### config.mk
export PLATFORM = sky130hd
export DESIGN_NAME = nvdla_attn_out_writer
export DESIGN_NICKNAME = d
export VERILOG_FILES = /design/src/rtl/nvdla_attn_out_writer.sv
export SDC_FILE = /design/constraint.sdc
export NUM_CORES = 2
export LEC_CHECK = 0
export BUFFER_PORTS_ARGS = -buffer_cell sky130_fd_sc_hd__buf_2
export CAP_MARGIN = 5
export CORE_MARGIN = 5
export CORE_UTILIZATION = 36
export CTS_CLUSTER_SIZE = 14
export DETAILED_ROUTE_END_ITERATION = 7
export PLACE_DENSITY = 0.65
export RECOVER_POWER = 25
export SYNTH_ARGS = -nofsm -noshare
export SYNTH_HDL_FRONTEND = slang
export SYNTH_SLANG_ARGS = --single-unit
### constraint.sdc
create_clock -name clk -period 3.8 [get_ports clk]
set_clock_uncertainty 0.05 [all_clocks]
set_input_delay 0.19 -clock clk [delete_from_list [all_inputs] [get_ports clk]]
set_output_delay 0.19 -clock clk [all_outputs]
set_load 0.02 [all_outputs]
### src/rtl/nvdla_attn_out_writer.sv
// Gathers 8-element attention output beats into 32-element bursts.
// Out-of-window or duplicate-slot beats park in a one-entry pending register.
module nvdla_attn_out_writer #(
    parameter int ADDR_W = 32
) (
    input  logic              clk,
    input  logic              rst,
    input  logic              in_valid,
    input  logic [ADDR_W-1:0] in_addr,
    input  logic [127:0]      in_data,
    output logic              in_ready,
    input  logic              flush,
    output logic              mem_req,
    output logic [ADDR_W-1:0] mem_addr,
    output logic [511:0]      mem_data,
    output logic [3:0]        mem_mask,
    input  logic              mem_ack,
    output logic              flush_done,
    output logic              wr_error,
    output logic [31:0]       beats_written
);

    typedef enum logic {FILL, ISSUE} state_t;

    state_t             state_q, state_d;
    logic [ADDR_W-1:0]  base_q;
    logic [3:0][127:0]  buf_q;
    logic [3:0]         mask_q;
    logic               pend_valid_q;
    logic [ADDR_W-1:3]  pend_addr_q;
    logic [127:0]       pend_data_q;
    logic               flush_pend_q;
    logic               flush_act_q;
    logic               flush_done_q;
    logic               wr_error_q;
    logic [31:0]        beats_q;

    logic               acc, misal, good, conflict, flush_eff, issue_go;
    logic [ADDR_W-1:0]  win;
    logic [1:0]         slot;
    logic [3:0]         slot_bit, new_mask, pend_bit;
    logic [31:0]        pop;

    assign in_ready = (state_q == FILL) && !rst;
    assign acc      = in_valid && in_ready;
    assign misal    = acc && (in_addr[2:0] != 3'b000);
    assign good     = acc && !misal;
    assign win      = {in_addr[ADDR_W-1:5], 5'b0};
    assign slot     = in_addr[4:3];
    assign slot_bit = 4'b0001 << slot;
    assign pend_bit = 4'b0001 << pend_addr_q[4:3];
    assign pop      = 32'(mask_q[0]) + 32'(mask_q[1])
                    + 32'(mask_q[2]) + 32'(mask_q[3]);

    // A latched flush from ISSUE takes effect on the first FILL cycle.
    assign flush_eff = flush || flush_pend_q;
    assign conflict  = good && (mask_q != 4'b0) &&
                       ((win != base_q) || ((mask_q & slot_bit) != 4'b0));
    assign new_mask  = (good && !conflict) ? (mask_q | slot_bit) : mask_q;
    assign issue_go  = conflict || (new_mask == 4'hF) ||
                       (flush_eff && (new_mask != 4'b0));

    always_comb begin
        state_d = state_q;
        unique case (state_q)
            FILL:    if (issue_go) state_d = ISSUE;
            ISSUE:   if (mem_ack)  state_d = FILL;
            default: state_d = FILL;
        endcase
    end

    always_comb begin
        mem_data = '0;
        for (int s = 0; s < 4; s++)
            if (state_q == ISSUE && mask_q[s])
                mem_data[128*s +: 128] = buf_q[s];
    end

    assign mem_req       = (state_q == ISSUE);
    assign mem_addr      = mem_req ? base_q : '0;
    assign mem_mask      = mem_req ? mask_q : 4'b0;
    assign flush_done    = flush_done_q;
    assign wr_error      = wr_error_q;
    assign beats_written = beats_q;

    always_ff @(posedge clk) begin
        if (rst) begin
            state_q      <= FILL;
            base_q       <= '0;
            buf_q        <= '0;
            mask_q       <= '0;
            pend_valid_q <= 1'b0;
            pend_addr_q  <= '0;
            pend_data_q  <= '0;
            flush_pend_q <= 1'b0;
            flush_act_q  <= 1'b0;
            flush_done_q <= 1'b0;
            wr_error_q   <= 1'b0;
            beats_q      <= '0;
        end else begin
            state_q      <= state_d;
            flush_done_q <= 1'b0;
            if (misal) wr_error_q <= 1'b1;
            unique case (state_q)
                FILL: begin
                    flush_pend_q <= 1'b0;
                    if (conflict) begin
                        pend_valid_q <= 1'b1;
                        pend_addr_q  <= in_addr[ADDR_W-1:3];
                        pend_data_q  <= in_data;
                        flush_pend_q <= flush_eff;
                    end else if (good) begin
                        if (mask_q == 4'b0) base_q <= win;
                        buf_q[slot] <= in_data;
                        mask_q      <= new_mask;
                    end
                    if (flush_eff && !conflict) begin
                        if (new_mask != 4'b0) flush_act_q  <= 1'b1;
                        else                  flush_done_q <= 1'b1;
                    end
                end
                ISSUE: begin
                    if (flush) flush_pend_q <= 1'b1;
                    if (mem_ack) begin
                        beats_q <= beats_q + pop;
                        buf_q   <= '0;
                        mask_q  <= 4'b0;
                        if (pend_valid_q) begin
                            base_q  <= {pend_addr_q[ADDR_W-1:5], 5'b0};
                            buf_q[pend_addr_q[4:3]] <= pend_data_q;
                            mask_q  <= pend_bit;
                            pend_valid_q <= 1'b0;
                        end
                        if (flush_act_q) begin
                            flush_act_q  <= 1'b0;
                            flush_done_q <= 1'b1;
                        end
                    end
                end
                default: ;
            endcase
        end
    end

endmodule

==> reports/qor.txt <==
Post-Synth XOR/XNOR Area -> 1.234%
first-pass GRT wire length -> 206700 um
fill count -> 9494
area of the multi-input gates -> 0.01810 sq mm
Root Buffer -> clkbuf_16
most used flip-flop cell after synthesis -> dfxtp_1
main combinational cell family by area after synthesis -> compound AO/OA/AOI/OAI gates
Seq/Total Area, Yosys -> 42.48%
CTS tree -> done
CTS buffer count -> 84
TritonRoute pass-1 iters -> 6
Vert. Die Dim -> 320.8 um
post-route minimum period -> 3.571 ns
initial antenna violation count -> 6
Post-synth EDFFs -> 0
placed cell area -> 0.03918 sq mm
detail-routed via count per cell -> 5.767
Fin. Hold Viols -> 0
final net count -> 4822
post-synthesis register bit count -> 738
# rows -> 114
top cells by area, synth -> dfxtp_1, a211oi_1, a22oi_1
Die ar. -> 0.1029 sq mm
CP startpoint -> base_q[6]
most common cell in the synthesized netlist -> nor2_1
Final Cycle Share -> 93.97%
Synth Area in Compound Gates -> 23.45%
Async S/R FF share, synth -> 0%
Critical Path Sink Type -> flip-flop
Yosys top cell area share -> 42.48%
port bufs -> 743
Worst Path Class, Setup -> flip-flop to flip-flop
mux cell area share after synthesis -> 5.325%
max_cap viols -> 0
Hold WC Path Type -> input port to flip-flop
Initial Utilization -> 36.12%
Mapped Area -> 0.03478 sq mm
final setup fails -> 0
maximum vdd ir drop -> 0.0003657 V
worst relative slew slack -> -4.051%
IO Pins -> 749
worst-margin pin slew -> 1.561 ns
failing checks -> slew limit
share of post-route cells with drive strength above 1 -> 17.62%
cell taking the most area after synthesis -> dfxtp_1
clk_lat worst skew -> 0.67 ns
Final Slew Violations -> 118
CP Launch Type -> flip-flop
area of the core -> 0.09628 sq mm
Max Clk Rate -> 280.1 MHz
DPL Wire Length -> 87800 um
DR WL/cell -> 23.31 um
DR vias -> 34590
ANT nets after route -> 0
worst reg2reg startpoint -> base_q[6]
synthesized instance count -> 4061
leakage power -> 17.35 nW
total track usage -> 25.33%
Adder-Cell Fraction of Synth Area -> 0.2087%
Yosys cell types -> 41
Arr. time, crit path -> 4.04 ns
CP required -> 4.27 ns
Worst Path Max Fanout -> 58
Storage cell area -> 0.01479 sq mm
cell area after layout -> 0.04357 sq mm
CTS max path bufs -> 3
DR iter-0 viols -> 3957
die width -> 320.8 um
vias in the first global route -> 32403
Syn. warnings -> 0
Post-synth top cells -> nor2_1, dfxtp_1, a211oi_1
CTS clk-pin slew, worst paths -> 0.06 ns
HP Start -> in_data[21]
Congestion Overflow GR -> 0
pwr dens -> 423.6 mW/mm^2
pin count of the biggest net entering global routing -> 251
synthesis-to-finish area growth -> 25.28%
Avg Inst Size Synth -> 8.564 sq um
unrepaired setup endpoints after global routing -> no
Final GP Congestion -> 0.8662
Power, Total -> 18.46 mW
Post-Synth Simple-Gate Area -> 21.58%
CTS H-tree depth -> 3
setup TNS -> 0 ns
clock sink total -> 738
DRC violations left -> 0
DRT Wirelength -> 139800 um
outcome -> finished with violations
==> final timing paths <==
check                     to  slack, ns  depth (start not counted)
max          pend_data_q[69]       0.23                          9
min          pend_data_q[21]       0.27                          4
max reg2reg  pend_data_q[69]       0.23                          9
min reg2reg         wr_error       0.43                          2
==> logic make-up (layout without fill, tap and decap cells) <==
logic type	count (synthesis)	in the layout
compound gates	1094	1094
xor+xnor	49	49
fa+ha+maj	4	4
buf+inv	488	1140
flops	738	738
mux	185	185
other cells	1	10
simple gates	1502	1502
==> timing repair <==
item / in CTS / in global routing
gates resized for setup: 0 / 1
hold buffers: 170 / 0
endpoints found under the setup margin: 0 / 9
buffers inserted: 0 / 1
endpoints found under the hold margin: 337 / 0
==> sequential cells by signal, summed over array words and instances, names as in the netlist <==
register / cells
base_q: 27
mask_q: 4
mem_req: 1
pend_data_q: 128
pend_addr_q: 29
pend_valid_q: 1
buf_q: 512
beats_written: 32
wr_error: 1
flush_pend_q: 1
flush_act_q: 1
flush_done: 1
==> area by class of cell <==
cell class                 count  area share [%]
tap                         1276           3.664
inverter                      10         0.08615
sequential                   738           33.94
antenna                        5         0.02872
clock buffer                 125           5.689
timing repair buffer         980           14.14
multi-input combinational   2839           41.54
clock inverter                25          0.9132
==> critical path, stage by stage (launching register included) <==
cell	delay [ns]
dfxtp_1	0.33
xnor2_1	0.28
nand4_1	0.18
nor4_1	0.60
clkbuf_1	0.32
a211oi_4	0.13
buf_4	0.22
clkbuf_4	0.67
mux2i_1	0.42
nor2_1	0.06
==> through the flow <==
stage          cells  utilization, %  setup slack [ns]  hold slack [ns]
2_1_floorplan   4065               -            0.6175           0.2872
3_3_place_gp    5672           40.69            0.4354           0.3839
3_5_place_dp    5672           40.69            0.3497           0.3941
4_1_cts         5992           45.45           0.06110           0.2060
5_1_grt         5996           45.25            0.1150           0.2619
6_report        5998           45.25            0.2293           0.2731
==> placed cells by master, fill, tap and decap left out, types with 28 or more instances in the layout <==
master	synthesis	final
buf_4	10	28
a22oi_1	512	512
xnor2_1	33	33
buf_2	93	615
and2_1	33	30
and3_1	516	516
dlygate4sd3_1	0	170
clkbuf_16	0	86
dfxtp_1	738	734
mux2i_1	185	185
clkbuf_1	365	149
a211oi_1	546	546
nor2_1	742	741
buf_12	0	32
nor2b_1	130	128
==> routing by layer <==
metal  up-vias  global-route usage [%]  part of all wire, %
li1      16097                       -                    -
met1     16591                   33.44                   41
met2      1584                   40.34                   46
met3       316                   5.682                  8.8
met4         2                   10.29                  4.1
met5         -                       0               0.0086
==> where the power goes <==
| group | leakage (nW) | switching (mW) | internal, mW |
|---|---|---|---|
| registers | 5.97 | 0.124 | 7.96 |
| clock network | 1.40 | 3.42 | 5.13 |
| logic | 9.99 | 1.19 | 0.629 |
| total | 17.4 | 4.74 | 13.7 |
Power figures use the tool's default switching activity.
